==> src/rtl/axi_lite_master_if.sv <==
// Bundle of the command/response port and the AXI4-Lite master channels for axi_lite_master.
// Valid/ready rule on every channel: a transfer happens on a rising clock edge where valid && ready; valid and payload hold until then.
interface axi_lite_master_if #(
    parameter int M_AXI_DATA_WIDTH = 32,
    parameter int M_AXI_ADDR_WIDTH = 4
);
    localparam int SW = M_AXI_DATA_WIDTH / 8;

    logic                        cmd_valid;
    logic                        cmd_ready;
    logic                        cmd_write;
    logic [M_AXI_ADDR_WIDTH-1:0] cmd_addr;
    logic [M_AXI_DATA_WIDTH-1:0] cmd_wdata;
    logic [SW-1:0]               cmd_wstrb;

    logic                        rsp_valid;
    logic                        rsp_ready;
    logic                        rsp_write;
    logic [M_AXI_DATA_WIDTH-1:0] rsp_rdata;
    logic [1:0]                  rsp_resp;

    logic [M_AXI_ADDR_WIDTH-1:0] m_axi_awaddr;
    logic [2:0]                  m_axi_awprot;
    logic                        m_axi_awvalid;
    logic                        m_axi_awready;
    logic [M_AXI_DATA_WIDTH-1:0] m_axi_wdata;
    logic [SW-1:0]               m_axi_wstrb;
    logic                        m_axi_wvalid;
    logic                        m_axi_wready;
    logic [1:0]                  m_axi_bresp;
    logic                        m_axi_bvalid;
    logic                        m_axi_bready;
    logic [M_AXI_ADDR_WIDTH-1:0] m_axi_araddr;
    logic [2:0]                  m_axi_arprot;
    logic                        m_axi_arvalid;
    logic                        m_axi_arready;
    logic [M_AXI_DATA_WIDTH-1:0] m_axi_rdata;
    logic [1:0]                  m_axi_rresp;
    logic                        m_axi_rvalid;
    logic                        m_axi_rready;

    modport master (
        input  cmd_valid, cmd_write, cmd_addr, cmd_wdata, cmd_wstrb,
        output cmd_ready,
        output rsp_valid, rsp_write, rsp_rdata, rsp_resp,
        input  rsp_ready,
        output m_axi_awaddr, m_axi_awprot, m_axi_awvalid,
        input  m_axi_awready,
        output m_axi_wdata, m_axi_wstrb, m_axi_wvalid,
        input  m_axi_wready,
        input  m_axi_bresp, m_axi_bvalid,
        output m_axi_bready,
        output m_axi_araddr, m_axi_arprot, m_axi_arvalid,
        input  m_axi_arready,
        input  m_axi_rdata, m_axi_rresp, m_axi_rvalid,
        output m_axi_rready
    );

    modport slave (
        output cmd_valid, cmd_write, cmd_addr, cmd_wdata, cmd_wstrb,
        input  cmd_ready,
        input  rsp_valid, rsp_write, rsp_rdata, rsp_resp,
        output rsp_ready,
        input  m_axi_awaddr, m_axi_awprot, m_axi_awvalid,
        output m_axi_awready,
        input  m_axi_wdata, m_axi_wstrb, m_axi_wvalid,
        output m_axi_wready,
        output m_axi_bresp, m_axi_bvalid,
        input  m_axi_bready,
        input  m_axi_araddr, m_axi_arprot, m_axi_arvalid,
        output m_axi_arready,
        output m_axi_rdata, m_axi_rresp, m_axi_rvalid,
        input  m_axi_rready
    );
endinterface

==> src/rtl/axi_lite_master.sv <==
// Single-outstanding AXI4-Lite initiator: one command in, one AXI read or write out, one response back.
// Every output comes from a flop; dbg_state exposes the FSM state for checkers.
module axi_lite_master #(
    parameter int M_AXI_DATA_WIDTH = 32,
    parameter int M_AXI_ADDR_WIDTH = 4
) (
    input  logic                 m_axi_aclk,
    input  logic                 m_axi_aresetn,
    axi_lite_master_if.master    bus,
    output logic [2:0]           dbg_state
);
    localparam int SW = M_AXI_DATA_WIDTH / 8;

    typedef enum logic [2:0] {
        IDLE    = 3'd0,
        WR_REQ  = 3'd1,
        WR_RESP = 3'd2,
        RD_REQ  = 3'd3,
        RD_RESP = 3'd4,
        RSP     = 3'd5
    } state_e;

    state_e                      state_q, state_d;
    logic                        cmd_ready_q, cmd_ready_d;
    logic [M_AXI_ADDR_WIDTH-1:0] awaddr_q, awaddr_d;
    logic                        awvalid_q, awvalid_d;
    logic [M_AXI_DATA_WIDTH-1:0] wdata_q, wdata_d;
    logic [SW-1:0]               wstrb_q, wstrb_d;
    logic                        wvalid_q, wvalid_d;
    logic                        bready_q, bready_d;
    logic [M_AXI_ADDR_WIDTH-1:0] araddr_q, araddr_d;
    logic                        arvalid_q, arvalid_d;
    logic                        rready_q, rready_d;
    logic                        rsp_valid_q, rsp_valid_d;
    logic                        rsp_write_q, rsp_write_d;
    logic [M_AXI_DATA_WIDTH-1:0] rsp_rdata_q, rsp_rdata_d;
    logic [1:0]                  rsp_resp_q, rsp_resp_d;

    always_comb begin
        state_d     = state_q;
        awaddr_d    = awaddr_q;
        awvalid_d   = awvalid_q;
        wdata_d     = wdata_q;
        wstrb_d     = wstrb_q;
        wvalid_d    = wvalid_q;
        bready_d    = bready_q;
        araddr_d    = araddr_q;
        arvalid_d   = arvalid_q;
        rready_d    = rready_q;
        rsp_valid_d = rsp_valid_q;
        rsp_write_d = rsp_write_q;
        rsp_rdata_d = rsp_rdata_q;
        rsp_resp_d  = rsp_resp_q;

        case (state_q)
            IDLE: begin
                if (bus.cmd_valid && cmd_ready_q) begin
                    if (bus.cmd_write) begin
                        awaddr_d  = bus.cmd_addr;
                        wdata_d   = bus.cmd_wdata;
                        wstrb_d   = bus.cmd_wstrb;
                        awvalid_d = 1'b1;
                        wvalid_d  = 1'b1;
                        state_d   = WR_REQ;
                    end else begin
                        araddr_d  = bus.cmd_addr;
                        arvalid_d = 1'b1;
                        state_d   = RD_REQ;
                    end
                end
            end
            WR_REQ: begin
                // AW and W retire independently; B is only requested once both are gone.
                awvalid_d = awvalid_q && !bus.m_axi_awready;
                wvalid_d  = wvalid_q && !bus.m_axi_wready;
                if (!awvalid_d && !wvalid_d) begin
                    bready_d = 1'b1;
                    state_d  = WR_RESP;
                end
            end
            WR_RESP: begin
                if (bus.m_axi_bvalid && bready_q) begin
                    bready_d    = 1'b0;
                    rsp_valid_d = 1'b1;
                    rsp_write_d = 1'b1;
                    rsp_rdata_d = '0;
                    rsp_resp_d  = bus.m_axi_bresp;
                    state_d     = RSP;
                end
            end
            RD_REQ: begin
                if (arvalid_q && bus.m_axi_arready) begin
                    arvalid_d = 1'b0;
                    rready_d  = 1'b1;
                    state_d   = RD_RESP;
                end
            end
            RD_RESP: begin
                if (bus.m_axi_rvalid && rready_q) begin
                    rready_d    = 1'b0;
                    rsp_valid_d = 1'b1;
                    rsp_write_d = 1'b0;
                    rsp_rdata_d = bus.m_axi_rdata;
                    rsp_resp_d  = bus.m_axi_rresp;
                    state_d     = RSP;
                end
            end
            RSP: begin
                if (bus.rsp_ready) begin
                    rsp_valid_d = 1'b0;
                    state_d     = IDLE;
                end
            end
            default: state_d = IDLE;
        endcase

        // Registered copy of "next state is IDLE" so cmd_ready is low while in reset.
        cmd_ready_d = (state_d == IDLE);
    end

    always_ff @(posedge m_axi_aclk or negedge m_axi_aresetn) begin
        if (!m_axi_aresetn) begin
            state_q     <= IDLE;
            cmd_ready_q <= 1'b0;
            awaddr_q    <= '0;
            awvalid_q   <= 1'b0;
            wdata_q     <= '0;
            wstrb_q     <= '0;
            wvalid_q    <= 1'b0;
            bready_q    <= 1'b0;
            araddr_q    <= '0;
            arvalid_q   <= 1'b0;
            rready_q    <= 1'b0;
            rsp_valid_q <= 1'b0;
            rsp_write_q <= 1'b0;
            rsp_rdata_q <= '0;
            rsp_resp_q  <= '0;
        end else begin
            state_q     <= state_d;
            cmd_ready_q <= cmd_ready_d;
            awaddr_q    <= awaddr_d;
            awvalid_q   <= awvalid_d;
            wdata_q     <= wdata_d;
            wstrb_q     <= wstrb_d;
            wvalid_q    <= wvalid_d;
            bready_q    <= bready_d;
            araddr_q    <= araddr_d;
            arvalid_q   <= arvalid_d;
            rready_q    <= rready_d;
            rsp_valid_q <= rsp_valid_d;
            rsp_write_q <= rsp_write_d;
            rsp_rdata_q <= rsp_rdata_d;
            rsp_resp_q  <= rsp_resp_d;
        end
    end

    assign bus.cmd_ready     = cmd_ready_q;
    assign bus.rsp_valid     = rsp_valid_q;
    assign bus.rsp_write     = rsp_write_q;
    assign bus.rsp_rdata     = rsp_rdata_q;
    assign bus.rsp_resp      = rsp_resp_q;
    assign bus.m_axi_awaddr  = awaddr_q;
    assign bus.m_axi_awprot  = 3'b000;
    assign bus.m_axi_awvalid = awvalid_q;
    assign bus.m_axi_wdata   = wdata_q;
    assign bus.m_axi_wstrb   = wstrb_q;
    assign bus.m_axi_wvalid  = wvalid_q;
    assign bus.m_axi_bready  = bready_q;
    assign bus.m_axi_araddr  = araddr_q;
    assign bus.m_axi_arprot  = 3'b000;
    assign bus.m_axi_arvalid = arvalid_q;
    assign bus.m_axi_rready  = rready_q;
    assign dbg_state         = state_q;
endmodule

==> src/flat_wrapper.sv <==
// flat-port wrapper written by rule: the top's interface ports become plain ports
module axi_lite_master_flat 
#(
    parameter int M_AXI_DATA_WIDTH = 32,
    parameter int M_AXI_ADDR_WIDTH = 4
)
  (m_axi_aclk, m_axi_aresetn, dbg_state, bus_cmd_valid, bus_cmd_write, bus_cmd_addr, bus_cmd_wdata, bus_cmd_wstrb, bus_cmd_ready, bus_rsp_valid, bus_rsp_write, bus_rsp_rdata, bus_rsp_resp, bus_rsp_ready, bus_m_axi_awaddr, bus_m_axi_awprot, bus_m_axi_awvalid, bus_m_axi_awready, bus_m_axi_wdata, bus_m_axi_wstrb, bus_m_axi_wvalid, bus_m_axi_wready, bus_m_axi_bresp, bus_m_axi_bvalid, bus_m_axi_bready, bus_m_axi_araddr, bus_m_axi_arprot, bus_m_axi_arvalid, bus_m_axi_arready, bus_m_axi_rdata, bus_m_axi_rresp, bus_m_axi_rvalid, bus_m_axi_rready);
  axi_lite_master_if #(.M_AXI_DATA_WIDTH(M_AXI_DATA_WIDTH), .M_AXI_ADDR_WIDTH(M_AXI_ADDR_WIDTH)) bus_i ();
  input  logic m_axi_aclk;
  input  logic m_axi_aresetn;
  output logic [2:0] dbg_state;
  input wire logic [$bits(bus_i.cmd_valid)-1:0] bus_cmd_valid;
  input wire logic [$bits(bus_i.cmd_write)-1:0] bus_cmd_write;
  input wire logic [$bits(bus_i.cmd_addr)-1:0] bus_cmd_addr;
  input wire logic [$bits(bus_i.cmd_wdata)-1:0] bus_cmd_wdata;
  input wire logic [$bits(bus_i.cmd_wstrb)-1:0] bus_cmd_wstrb;
  output wire logic [$bits(bus_i.cmd_ready)-1:0] bus_cmd_ready;
  output wire logic [$bits(bus_i.rsp_valid)-1:0] bus_rsp_valid;
  output wire logic [$bits(bus_i.rsp_write)-1:0] bus_rsp_write;
  output wire logic [$bits(bus_i.rsp_rdata)-1:0] bus_rsp_rdata;
  output wire logic [$bits(bus_i.rsp_resp)-1:0] bus_rsp_resp;
  input wire logic [$bits(bus_i.rsp_ready)-1:0] bus_rsp_ready;
  output wire logic [$bits(bus_i.m_axi_awaddr)-1:0] bus_m_axi_awaddr;
  output wire logic [$bits(bus_i.m_axi_awprot)-1:0] bus_m_axi_awprot;
  output wire logic [$bits(bus_i.m_axi_awvalid)-1:0] bus_m_axi_awvalid;
  input wire logic [$bits(bus_i.m_axi_awready)-1:0] bus_m_axi_awready;
  output wire logic [$bits(bus_i.m_axi_wdata)-1:0] bus_m_axi_wdata;
  output wire logic [$bits(bus_i.m_axi_wstrb)-1:0] bus_m_axi_wstrb;
  output wire logic [$bits(bus_i.m_axi_wvalid)-1:0] bus_m_axi_wvalid;
  input wire logic [$bits(bus_i.m_axi_wready)-1:0] bus_m_axi_wready;
  input wire logic [$bits(bus_i.m_axi_bresp)-1:0] bus_m_axi_bresp;
  input wire logic [$bits(bus_i.m_axi_bvalid)-1:0] bus_m_axi_bvalid;
  output wire logic [$bits(bus_i.m_axi_bready)-1:0] bus_m_axi_bready;
  output wire logic [$bits(bus_i.m_axi_araddr)-1:0] bus_m_axi_araddr;
  output wire logic [$bits(bus_i.m_axi_arprot)-1:0] bus_m_axi_arprot;
  output wire logic [$bits(bus_i.m_axi_arvalid)-1:0] bus_m_axi_arvalid;
  input wire logic [$bits(bus_i.m_axi_arready)-1:0] bus_m_axi_arready;
  input wire logic [$bits(bus_i.m_axi_rdata)-1:0] bus_m_axi_rdata;
  input wire logic [$bits(bus_i.m_axi_rresp)-1:0] bus_m_axi_rresp;
  input wire logic [$bits(bus_i.m_axi_rvalid)-1:0] bus_m_axi_rvalid;
  output wire logic [$bits(bus_i.m_axi_rready)-1:0] bus_m_axi_rready;
  assign bus_i.cmd_valid = bus_cmd_valid;
  assign bus_i.cmd_write = bus_cmd_write;
  assign bus_i.cmd_addr = bus_cmd_addr;
  assign bus_i.cmd_wdata = bus_cmd_wdata;
  assign bus_i.cmd_wstrb = bus_cmd_wstrb;
  assign bus_cmd_ready = bus_i.cmd_ready;
  assign bus_rsp_valid = bus_i.rsp_valid;
  assign bus_rsp_write = bus_i.rsp_write;
  assign bus_rsp_rdata = bus_i.rsp_rdata;
  assign bus_rsp_resp = bus_i.rsp_resp;
  assign bus_i.rsp_ready = bus_rsp_ready;
  assign bus_m_axi_awaddr = bus_i.m_axi_awaddr;
  assign bus_m_axi_awprot = bus_i.m_axi_awprot;
  assign bus_m_axi_awvalid = bus_i.m_axi_awvalid;
  assign bus_i.m_axi_awready = bus_m_axi_awready;
  assign bus_m_axi_wdata = bus_i.m_axi_wdata;
  assign bus_m_axi_wstrb = bus_i.m_axi_wstrb;
  assign bus_m_axi_wvalid = bus_i.m_axi_wvalid;
  assign bus_i.m_axi_wready = bus_m_axi_wready;
  assign bus_i.m_axi_bresp = bus_m_axi_bresp;
  assign bus_i.m_axi_bvalid = bus_m_axi_bvalid;
  assign bus_m_axi_bready = bus_i.m_axi_bready;
  assign bus_m_axi_araddr = bus_i.m_axi_araddr;
  assign bus_m_axi_arprot = bus_i.m_axi_arprot;
  assign bus_m_axi_arvalid = bus_i.m_axi_arvalid;
  assign bus_i.m_axi_arready = bus_m_axi_arready;
  assign bus_i.m_axi_rdata = bus_m_axi_rdata;
  assign bus_i.m_axi_rresp = bus_m_axi_rresp;
  assign bus_i.m_axi_rvalid = bus_m_axi_rvalid;
  assign bus_m_axi_rready = bus_i.m_axi_rready;
  axi_lite_master #(.M_AXI_DATA_WIDTH(M_AXI_DATA_WIDTH), .M_AXI_ADDR_WIDTH(M_AXI_ADDR_WIDTH)) u_core (.m_axi_aclk(m_axi_aclk), .m_axi_aresetn(m_axi_aresetn), .bus(bus_i), .dbg_state(dbg_state));
endmodule
==> config.mk <==
export PLATFORM = sky130hd
export DESIGN_NAME = axi_lite_master_flat
export DESIGN_NICKNAME = d
export VERILOG_FILES = /design/src/rtl/axi_lite_master_if.sv /design/src/rtl/axi_lite_master.sv /design/src/flat_wrapper.sv
export SDC_FILE = /design/constraint.sdc
export NUM_CORES = 1
export LEC_CHECK = 0
export ABC_CLOCK_PERIOD_IN_PS = 1800
export BUFFER_PORTS_ARGS = -buffer_cell sky130_fd_sc_hd__clkbuf_2
export CAP_MARGIN = 20
export CORE_MARGIN = 3
export CORE_UTILIZATION = 47
export DETAILED_ROUTE_END_ITERATION = 8
export PLACE_DENSITY = 0.9
export SLEW_MARGIN = 20
export SYNTH_ARGS = -nofsm -noshare
export SYNTH_HDL_FRONTEND = slang
export SYNTH_SLANG_ARGS = --single-unit
export TNS_END_PERCENT = 5
==> constraint.sdc <==
create_clock -name m_axi_aclk -period 1.8 [get_ports m_axi_aclk]
set_input_delay 0.18 -clock m_axi_aclk [delete_from_list [all_inputs] [get_ports m_axi_aclk]]
set_output_delay 0.18 -clock m_axi_aclk [all_outputs]
set_load 0.01 [all_outputs]
==> results.yml <==
setup_path:
  startpoint_type: "flop"
  cp_data_required_time_ps: 2040
  reg2reg_slack_ps: 100
  cp_max_fo: 42
  endpoint_kind: "flop"
  r2r_cells: 4
  worstSetupPathType: "flop to flop"
  reg2reg_to: "u_core.bus.m_axi_wdata[7]"
  worst-path-buf-inv: 1
  r2r-start: "u_core.dbg_state[1]"
  critical_path.cell_chain: "nor4b_4 > nand3_4 > buf_12 > mux2_4"
  arrival_ps: 1940
  cp_slowest_cell: "dfrtp_2"
  critical_path.max_stage_delay_ps: 500
  cp_top_family: "simple AND/OR/NAND/NOR gates"
sta:
  hold_viol: 0
  period_needed_ps: 1700
  setup_ws_ps: 100
  rsz0062_at_grt: "false"
  clock-skew-final_ps: 11.5
  min_period_over_period_pct: 94.4
  fin_tns_setup_ps: 0
  maxSlewViolCount: 0
  setup_violations: 0
  max_freq_ghz: 0.588
routing:
  totalWireLength_um: 9660
  drt_first_pass_iters: 4
  drc: 0
  vias: 2942
  wl_per_cell_um: 17.0
  via_per_inst: 5.19
  ant_nets: 0
  drtIter0Drc: 141
floorplanning:
  die_y_um: 96.9
  start_util_pct: 49.2
  die_w_um: 96.9
  num_rows: 32
  pin_count: 181
  coreArea_um2: 7890
  die-area_um2: 9390
cts:
  path_clk_slew_ps: 90
  cts_made_buffers: 9
  clk_path_buf_depth: 2
  h-tree-depth: 3
  clkSinkCount: 89
  clockRootBuffer: "clkbuf_8"
  cts_tree: "built"
  clock_latency_ps: 360
synthesis:
  synth_xor_area_share_pct: 0
  ys_types: 35
  synth-adder-area-share_pct: 0
  ys_async_sr_fraction_pct: 100
  synth_compound_area_share_pct: 9.15
  synth_mux_area_share_pct: 17.6
  synth-simple-area-share_pct: 11.0
  synth-seq-cells: 89
  synth_cells: 277
  synth_ff_type: "dfrtp_1"
  synth_top_family_by_area: "multiplexers"
  syn_area_um2: 3880
  yosysSeqAreaShare_pct: 57.4
  synth_edf_count: 0
  synth.avg_cell_area_um2: 14.0
  yosys_warnings: 0
worst_hold_path:
  worst_hold_path_type: "input port to flop"
  min_to: "u_core.bus.m_axi_wvalid"
  hold_path_startpoint: "bus_m_axi_wready"
  min_path_cells: 2
place:
  pre_cts_ws_ps: 19.6
  gp_congestion: 0.831
  dpl.hpwl_um: 7210
  post-place-cells: 549
  port_buffers: 174
global_routing:
  grt_pass1_vias: 3213
  grt-ovfl-total: 0
  track_usage_pct: 21.4
  grt_pass1_wl_um: 16200
  antenna_found_initial: 0
  grt_max_degree: 47
power_and_ir_drop:
  p_leak_uw: 0.00295
  power_uw: 8430
  peakVddDrop_uv: 854
  power_density_nw_per_um2: 1640
run:
  drv_cap: 0
final_layout:
  fin_cells: 567
  multi_input_area_um2: 1500
  post-route-util_pct: 65.2
  nNetsFinal: 546
  num_antenna_cells: 0
  area_growth_syn_to_layout_pct: 32.4
  drive_gt1_share_pct: 62.8
  fill_cells: 612
  regArea_um2: 2230
status:
  outcome: "completed"
==> per-layer routing <==
metal / part of all wire, % / global-route usage [%] / vias to the layer above
li1: - / - / 1361
met1: 40 / 26.5 / 1450
met2: 51 / 35.1 / 108
met3: 6.0 / 6.13 / 23
met4: 2.9 / 8.86 / 0
met5: 0 / 0 / -
==> worst max-delay path by stage <==
stage                             start                          to  slack [ps]  cells past startpoint
floorplan           u_core.dbg_state[2]      u_core.bus.rsp_resp[0]         130                      5
global placement    u_core.dbg_state[1]   u_core.bus.m_axi_wdata[3]         140                      4
detailed placement  u_core.dbg_state[1]  u_core.bus.m_axi_araddr[2]          20                      3
CTS                 u_core.dbg_state[1]  u_core.bus.m_axi_araddr[0]           8                      3
global route        u_core.dbg_state[2]      u_core.bus.rsp_resp[1]          20                      4
finish              u_core.dbg_state[1]   u_core.bus.m_axi_wdata[7]         100                      4
==> placed cells by master (no fill, tap or decap), drive strengths merged, types with 3 or more instances in the layout <==
master / count
a31o: 32
conb: 6
a22oi: 3
nor2b: 4
mux2: 48
nand3: 3
nand4: 3
clkbuf: 182
buf: 18
inv: 9
and3: 32
dfrtp: 89
nand2: 11
==> Yosys cell counts, types with 2 or more instances <==
master / number / share of area (%)
mux2_4: 38 / 15
nand2_1: 11 / 1.1
buf_2: 4 / 0.52
dfrtp_1: 89 / 57
a21oi_1: 2 / 0.26
buf_6: 6 / 1.7
and3_1: 32 / 5.2
nand4_1: 3 / 0.48
nand3b_1: 2 / 0.39
a31o_2: 32 / 7.2
a22oi_1: 3 / 0.58
o21ai_0: 2 / 0.26
nor2b_1: 4 / 0.64
buf_4: 6 / 1.2
clkbuf_1: 9 / 0.87
inv_1: 5 / 0.48
nor2_1: 2 / 0.19
mux2_2: 10 / 2.9
==> cell families (layout without fill, tap and decap cells) <==
| group | Yosys count | after routing |
|---|---|---|
| flip-flops | 89 | 89 |
| AND/OR/NAND/NOR | 66 | 66 |
| multiplexers | 48 | 48 |
| buffers and inverters | 30 | 213 |
| other | 1 | 6 |
| AO/OA/AOI/OAI | 43 | 43 |
==> final cells by class <==
type	count	share of cell area, %
Clock buffer	9	2.41
Clock inverter	7	1.68
Inverter	5	0.365
Multi-Input combinational cell	163	29.1
Sequential cell	89	43.3
Tap cell	102	2.48
Timing Repair Buffer	192	20.6
==> stage by stage <==
stage | instance area (um^2) | hold slack, ps
after global placement | 4910 | 126
final | 5140 | 42.0
after floorplan | 3900 | -116
after CTS | 5130 | 20.0
after global routing | 5140 | 6.74
after detailed placement | 4910 | 136
==> flip-flops by register name, summed over array words and instances, names as in the netlist, 2 cells and up <==
signal,count
u_core.bus.rsp_rdata,32
u_core.bus.m_axi_awaddr,4
u_core.bus.rsp_resp,2
u_core.bus.m_axi_araddr,4
u_core.dbg_state,3
u_core.bus.m_axi_wstrb,4
u_core.bus.m_axi_wdata,32
==> power by group <==
group          internal (uW)  switching [uW]
combinational           1960            1600
clock                    674             773
sequential              2870             552
total                   5500            2930
==> what timing repair did <==
item	CTS	global route
resized for setup	0	1
buffers inserted	0	1
endpoints found under the setup margin	1	26
pin swaps	1	1
hold buffers	1	0
gates cloned	0	0
endpoints found under the hold margin	29	0
No activity file was read; power rests on OpenSTA's default activity.
